### config.mk
export PLATFORM = sky130hd
export DESIGN_NAME = two_bit_fa
export DESIGN_NICKNAME = d
export VERILOG_FILES = /design/src/rtl/two_bit_fa_pkg.sv /design/src/rtl/two_bit_fa_fa_cell.sv /design/src/rtl/two_bit_fa.sv
export SDC_FILE = /design/constraint.sdc
export NUM_CORES = 1
export LEC_CHECK = 0
export ABC_AREA = 1
export CORE_AREA = 2 2 39 41
export DETAILED_ROUTE_END_ITERATION = 6
export DIE_AREA = 0 0 41 43
export SYNTH_ARGS = -nofsm -noshare
export SYNTH_HDL_FRONTEND = slang
export SYNTH_SLANG_ARGS = --single-unit
### constraint.sdc
create_clock -name clk -period 0.8 [get_ports clk]
set_input_delay 0.08 -clock clk [delete_from_list [all_inputs] [get_ports clk]]
set_output_delay 0.08 -clock clk [all_outputs]
set_load 0.005 [all_outputs]
### src/rtl/two_bit_fa_pkg.sv
// Shared constants for the registered program-counter incrementer.
package two_bit_fa_pkg;

    localparam int INC_MAX_WIDTH = 16;
    localparam logic [INC_MAX_WIDTH-1:0] INC_RESET_SUM = '0;

endpackage : two_bit_fa_pkg

### src/rtl/two_bit_fa_fa_cell.sv
// One-bit full adder cell; the incrementer chains WIDTH of these.
module fa_cell (
    input  logic a,
    input  logic b,
    input  logic cin,
    output logic s,
    output logic cout
);

    assign s    = a ^ b ^ cin;
    assign cout = (a & b) | (a & cin) | (b & cin);

endmodule : fa_cell

### src/rtl/two_bit_fa.sv
// Registered ripple-carry +1 for the program counter, with a sticky overflow flag.
module two_bit_fa
    import two_bit_fa_pkg::*;
#(
    parameter int WIDTH = 2
) (
    input  logic             clk,
    input  logic             reset,
    input  logic             in_valid,
    input  logic [WIDTH-1:0] operand,
    input  logic             clear_ovf,
    output logic [WIDTH-1:0] sum,
    output logic             carry,
    output logic             out_valid,
    output logic             ovf_sticky
);

    logic [WIDTH:0]   carry_chain;
    logic [WIDTH-1:0] sum_next;
    logic [WIDTH-1:0] sum_reg;
    logic             carry_reg;
    logic             out_valid_reg;
    logic             ovf_sticky_reg;

    // Incrementing is adding zero with a carry-in of one.
    assign carry_chain[0] = 1'b1;

    generate
        for (genvar gi = 0; gi < WIDTH; gi++) begin : g_ripple
            fa_cell u_fa_cell (
                .a    (operand[gi]),
                .b    (1'b0),
                .cin  (carry_chain[gi]),
                .s    (sum_next[gi]),
                .cout (carry_chain[gi+1])
            );
        end
    endgenerate

    always_ff @(posedge clk) begin
        if (reset) begin
            sum_reg        <= INC_RESET_SUM[WIDTH-1:0];
            carry_reg      <= 1'b0;
            out_valid_reg  <= 1'b0;
            ovf_sticky_reg <= 1'b0;
        end else begin
            out_valid_reg <= in_valid;
            if (in_valid) begin
                sum_reg   <= sum_next;
                carry_reg <= carry_chain[WIDTH];
            end
            // A new overflow outranks a clear arriving in the same cycle.
            if (in_valid && carry_chain[WIDTH]) begin
                ovf_sticky_reg <= 1'b1;
            end else if (clear_ovf) begin
                ovf_sticky_reg <= 1'b0;
            end
        end
    end

    assign sum        = sum_reg;
    assign carry      = carry_reg;
    assign out_valid  = out_valid_reg;
    assign ovf_sticky = ovf_sticky_reg;

endmodule : two_bit_fa

Word level (Yosys, flattened, before mapping). Cells that the tools add are included.

$add $sub $neg: 0. Multipliers: 0. Div/mod/pow operators: 0. Order comparisons: 0. Equality and inequality tests: 0. Shift-type cells: 0. Muxes and demuxes: 2. Bitwise logic cells: 3. Reductions and logical operators: 2.

Operator list (count): 1-bit two-way mux (2); 2-bit nonzero test (1); 1-bit AND (1); 1-bit logical AND (1); 1-bit inverter (1); 1-bit XOR (1).

Register bits after elaboration: 5. Bits in latches: 0. Memory bits (writable): 0. Memory bits (read-only): 0. Input bits: 6. Output and inout port bits: 5. Memories: 0.

Longest topological paths before layout. Gate-level depths: netlist (run 1).

Word-level depth: 3. Depth in mapped cells: 3.

Cells and area by module. From an unflattened synthesis (run 1), not the netlist that was laid out.

Cell total of the unflattened synthesis: 24. Area, all modules: 209.0 um^2.

By module, submodules not included: two_bit_fa (times used 1, cells each 22, area each 168.9 um^2, sequential area each 100.1 um^2); fa_cell (times used 2, cells each 1, area each 20.0 um^2, sequential area each 0.0 um^2).

Worst setup path before layout (run 1). Ideal clock, no wire load.

Path kind: reg2reg. Start point: reg, netlist name sum[1]. End point: reg sum_reg[1], in the netlist sum[1]. Arrival: 483 ps. Required time: 684 ps. Path slack: 201 ps. Stages on the path, launching flop included: 3. Buffers on the path: 0. Cell sequence: dfxtp_1 o21ai_0 nor2_1.

RTL lines: to (signal assigned) (line two_bit_fa.sv:42) `sum_reg <= INC_RESET_SUM[WIDTH-1:0];`; to (signal assigned) (line two_bit_fa.sv:49) `sum_reg <= sum_next;`; to (decl) (line two_bit_fa.sv:20) `logic [WIDTH-1:0] sum_reg;`.

Worst setup path in the final report (run 1).
Start point: in operand[1]. End point: reg sum_reg[1], in the netlist sum[1].

Cells in the longest elaborated chain, start to end: 1.

Ends and longest elaborated chain: from (decl) (line two_bit_fa.sv:10) `input logic [WIDTH-1:0] operand,`; 1-bit XOR (line two_bit_fa_fa_cell.sv:10) `assign s = a ^ b ^ cin;`; net g_ripple[1].u_fa_cell.s (line two_bit_fa_fa_cell.sv:6) `output logic s,`.

The timed path passes the listed nets, and every way through them passes these cells. A chain may end at the register's enable or synchronous reset.

==> results of run 1 <==
-- layer usage --
layer | wire [µm] | vias to the layer above
met4 | 0 | 0
met2 | 177 | 8
li1 | - | 96
met3 | 77 | 0
met1 | 151 | 70
met5 | 0 | -
-- placed cells by master, fill, tap and decap left out --
master	n
sky130_fd_sc_hd__a21oi_1	1
sky130_fd_sc_hd__a21oi_2	1
sky130_fd_sc_hd__buf_2	5
sky130_fd_sc_hd__buf_4	1
sky130_fd_sc_hd__clkbuf_1	1
sky130_fd_sc_hd__clkbuf_4	3
sky130_fd_sc_hd__clkdlybuf4s50_1	4
sky130_fd_sc_hd__dfxtp_1	1
sky130_fd_sc_hd__dfxtp_2	4
sky130_fd_sc_hd__dlymetal6s2s_1	1
sky130_fd_sc_hd__ha_1	1
sky130_fd_sc_hd__inv_1	4
sky130_fd_sc_hd__nand2_1	4
sky130_fd_sc_hd__nor2_1	4
sky130_fd_sc_hd__o21ai_0	2
-- timing repair --
| action | in CTS | in global routing |
|---|---|---|
| pin swaps | 1 | 0 |
| setup endpoints to repair | 6 | 3 |
| cloned | 0 | 0 |
| gates resized for setup | 24 | 2 |
-- synthesized netlist by cell type --
cell / instances
sky130_fd_sc_hd__a21oi_1: 2
sky130_fd_sc_hd__dfxtp_1: 5
sky130_fd_sc_hd__ha_1: 1
sky130_fd_sc_hd__inv_1: 4
sky130_fd_sc_hd__nand2_1: 4
sky130_fd_sc_hd__nor2_1: 4
sky130_fd_sc_hd__o21ai_0: 2
-- through the flow --
| step | instances | hold slack, ps | utilization (%) | setup slack, ps | cell area (µm²) |
|---|---|---|---|---|---|
| 6_report | 53 | 111.6 | 22.97 | 43.84 | 317.8 |
| 4_1_cts | 53 | 448.2 | 22.51 | 4.030 | 311.5 |
| 3_5_place_dp | 49 | 454.2 | 22.06 | -277.6 | 305.3 |
| 2_1_floorplan | 22 | 149.1 | - | 201.0 | 177.7 |
| 3_3_place_gp | 49 | 447.3 | 22.06 | -258.0 | 305.3 |
| 5_1_grt | 53 | 146.5 | 22.97 | 5.695 | 317.8 |
-- final cells by class --
cell class | instances | area, µm²
Sequential cell | 5 | 105.1
Tap cell | 16 | 20.02
Timing Repair Buffer | 11 | 85.08
Clock buffer | 4 | 26.28
Fill cell | 170 | 1066
Inverter | 4 | 15.01
Multi-Input combinational cell | 13 | 66.31
-- worst max-delay path: cells and delay by family --
kind,cells,cell delay (ps)
and+or+nand+nor,2,140
buffers and inverters,1,460
adders and majority gates,1,210
-- final timing paths --
| check | start | endpoint | slack [ps] |
|---|---|---|---|
| worst min register to register | carry | carry | 450 |
| worst max-delay path | operand[1] | sum[1] | 40 |
| worst max register to register | sum[1] | sum[1] | 180 |
| worst min-delay path | operand[0] | sum[0] | 110 |
-- cell families after synthesis --
group,count (synthesis),share of synthesized area (%)
AND/OR/NAND/NOR,8,16.90
flip-flops,5,56.34
AO/OA/AOI/OAI,4,11.27
buffers and inverters,4,8.448
adder cells (fa/ha/maj),1,7.041
-- power groups by stage --
stage	Clock (mW)	Sequential, mW	Combinational (mW)
6_report	0.299	0.271	0.0720
5_1_grt	0.338	0.272	0.0827
4_1_cts	0.319	0.271	0.0726
3_5_place_dp	0	0.274	0.0856
3_3_place_gp	0	0.274	0.0848
2_1_floorplan	0	0.276	0.0206
==> summary by stage, run 1 <==
Floorplan
The die width is ~41 µm. Measured along the y axis, the die boundary spans 43 µm. In this run the core area contains 14 standard-cell rows. The floorplan step defined a die boundary enclosing between 0.0015 and 0.002 mm². Once the floorplan was initialized, standard cells occupied roughly 13% of the core. In this run the standard cell core region covers roughly 0.0014 mm². During I/O placement, the number of pins put on the boundary was 11.

Placement
At the end of routability-driven placement, the weighted congestion stood at approximately 0.56. The count of buffers from port buffering is 10. The estimated wirelength of the detail-placed design is between 200 and 300 µm.

Min path
The path class of the lowest-slack min-delay path is in2reg. The number of cells traversed by the worst hold path is 4.

Global route
Summed over all layers, the global routing overflow is 0. The global routing stage identified its most utilized layer as met3. Global routing used under 10% of the available met2 tracks. The met3 layer usage reported by global route is about a tenth. The global-route usage over all layers is 6.921%. The number of antenna violations at the first check in global routing is 0.

For this run, global-route usage on met1 was measured as between 4 and 5%. The number of global-route vias before repair is about 180. The first-pass GRT wire length is 683 µm. The pin count of the biggest net entering global routing is 6.

Timing
Setup total negative slack on the finished layout was measured at 0 ps. The worst-case headroom to the max-slew limit is between 90% and 100%. The total count of hold-check failures in the final report came to 0. For this run, the top clock speed supported by timing is roughly 1300 MHz. Setup repair after global routing left no endpoint under its margin. For the pin with the worst max-slew slack, the measured transition is roughly 150 ps. Setup violations remaining at the end of the flow were counted as 0.

Across the routed clock network, the largest skew measured is 0 ps. The final max-slew violation count is 0. The post-route fraction of the period consumed by the critical path is 94.52%. The smallest clock period supported by the final layout is computed as 756.2 ps.

Setup path
The highest cell delay on the worst timing path is 460 ps. The top fanout value on the critical path is 1. Data on the critical path arrives at its endpoint at ~890 ps. The endpoint required time on the critical path is approximately 930 ps. The critical path goes through clkdlybuf4s50_1, ha_1, nor2_1, nor2_1. The worst setup path is launched from a primary input.

The critical path's most frequent cell is sky130_fd_sc_hd__nor2_1. The setup path with the least slack is of type in2reg. The worst setup path is captured at a flip-flop. The number of cells on the worst reg-to-reg path is 2. The cell with the largest stage delay on the worst path is sky130_fd_sc_hd__clkdlybuf4s50_1.

Routing
The routed design has approximately 400 µm of wire. Detailed routing inserted a total of between 150 and 200 vias. The number of remaining DRC errors is 0.

The number of optimization iterations in the first detailed-route pass is 1. The detailed-route wire length per cell is 7.660 µm. The detailed router finished its first iteration with 0 violations. The via-per-instance ratio is 3.283. The number of nets still failing antenna checks after routing is 0.

Power and ir drop
The leakage dissipation is around 0.17 nW. For this design the ratio of total power to cell area is between 2000 and 2500 mW/mm². The net switching power figure is about 0.14 mW.

The clock share of power is 46.5%. In this run switching power makes up between 20 and 25% of total power. Across the VDD grid, the largest voltage drop is 0.4310 mV.

The part of the power in combinational logic is between 10% and 20%. Cell internal power was estimated by the tool at around 0.5 mW. The total power after layout is around 0.64 mW. Sequential cells account for between 40 and 50% of the total power.

CTS
In this run, post-CTS hold repair placed 0 buffers. The number of CTS-inserted buffers is 3. In this run the deepest clock path goes through 2 buffers. The count of H-tree levels built during CTS is 1. For the worst-skew pair, the clock arrives at the later sink with an insertion delay of roughly 240 ps.

After clock tree synthesis, the clock-pin slew on the worst setup and hold paths is ~40 ps. The root buffer cell chosen for the clock tree is sky130_fd_sc_hd__clkbuf_4. Once the clock tree was built, the setup fixing pass inserted 0 buffers. TritonCTS built the clock tree. The clock net in this run drives a total of 5 sinks.

Yosys
The count of state elements after synthesis is 5. The count of yosys warnings during synthesis is 0. Sequential elements use between 50% and 60% of the synthesized area. The share of synthesized area in the top cell type comes to between 50% and 60%. Synthesis produced 22 cells. The number of unique standard cell types used by synthesis is 7. The net count after synthesis is 29. The post-synthesis cell area is 177.7 µm². The leading area contributor after synthesis is sky130_fd_sc_hd__dfxtp_1. Ranked by total cell area, the synthesized netlist is headed by sky130_fd_sc_hd__dfxtp_1 (56%), sky130_fd_sc_hd__inv_1 (8.5%), sky130_fd_sc_hd__nand2_1 (8.5%). The synthesized area divided by synthesized cell count is slightly above 8 µm².

Status
The run finished with clean final reports.

Final layout
The register with the most flip-flops in the layout has 2 of them. The proportion of layout cells with a drive suffix above 1 is between 30% and 40%. The area growth from synthesis to final layout is 78.87%. The total inserted antenna cells is 0. In the final design database the tool counted 45 nets.

Flow run
The max-capacitance violation count is 0.
(Power assumes the default switching activity.)
==> inputs of run 2 (changes only) <==
- HOLD_SLACK_MARGIN: default -> 0.03
==> results of run 2 <==
No change in the layout: final DEF, timing and power equal those of run 1.
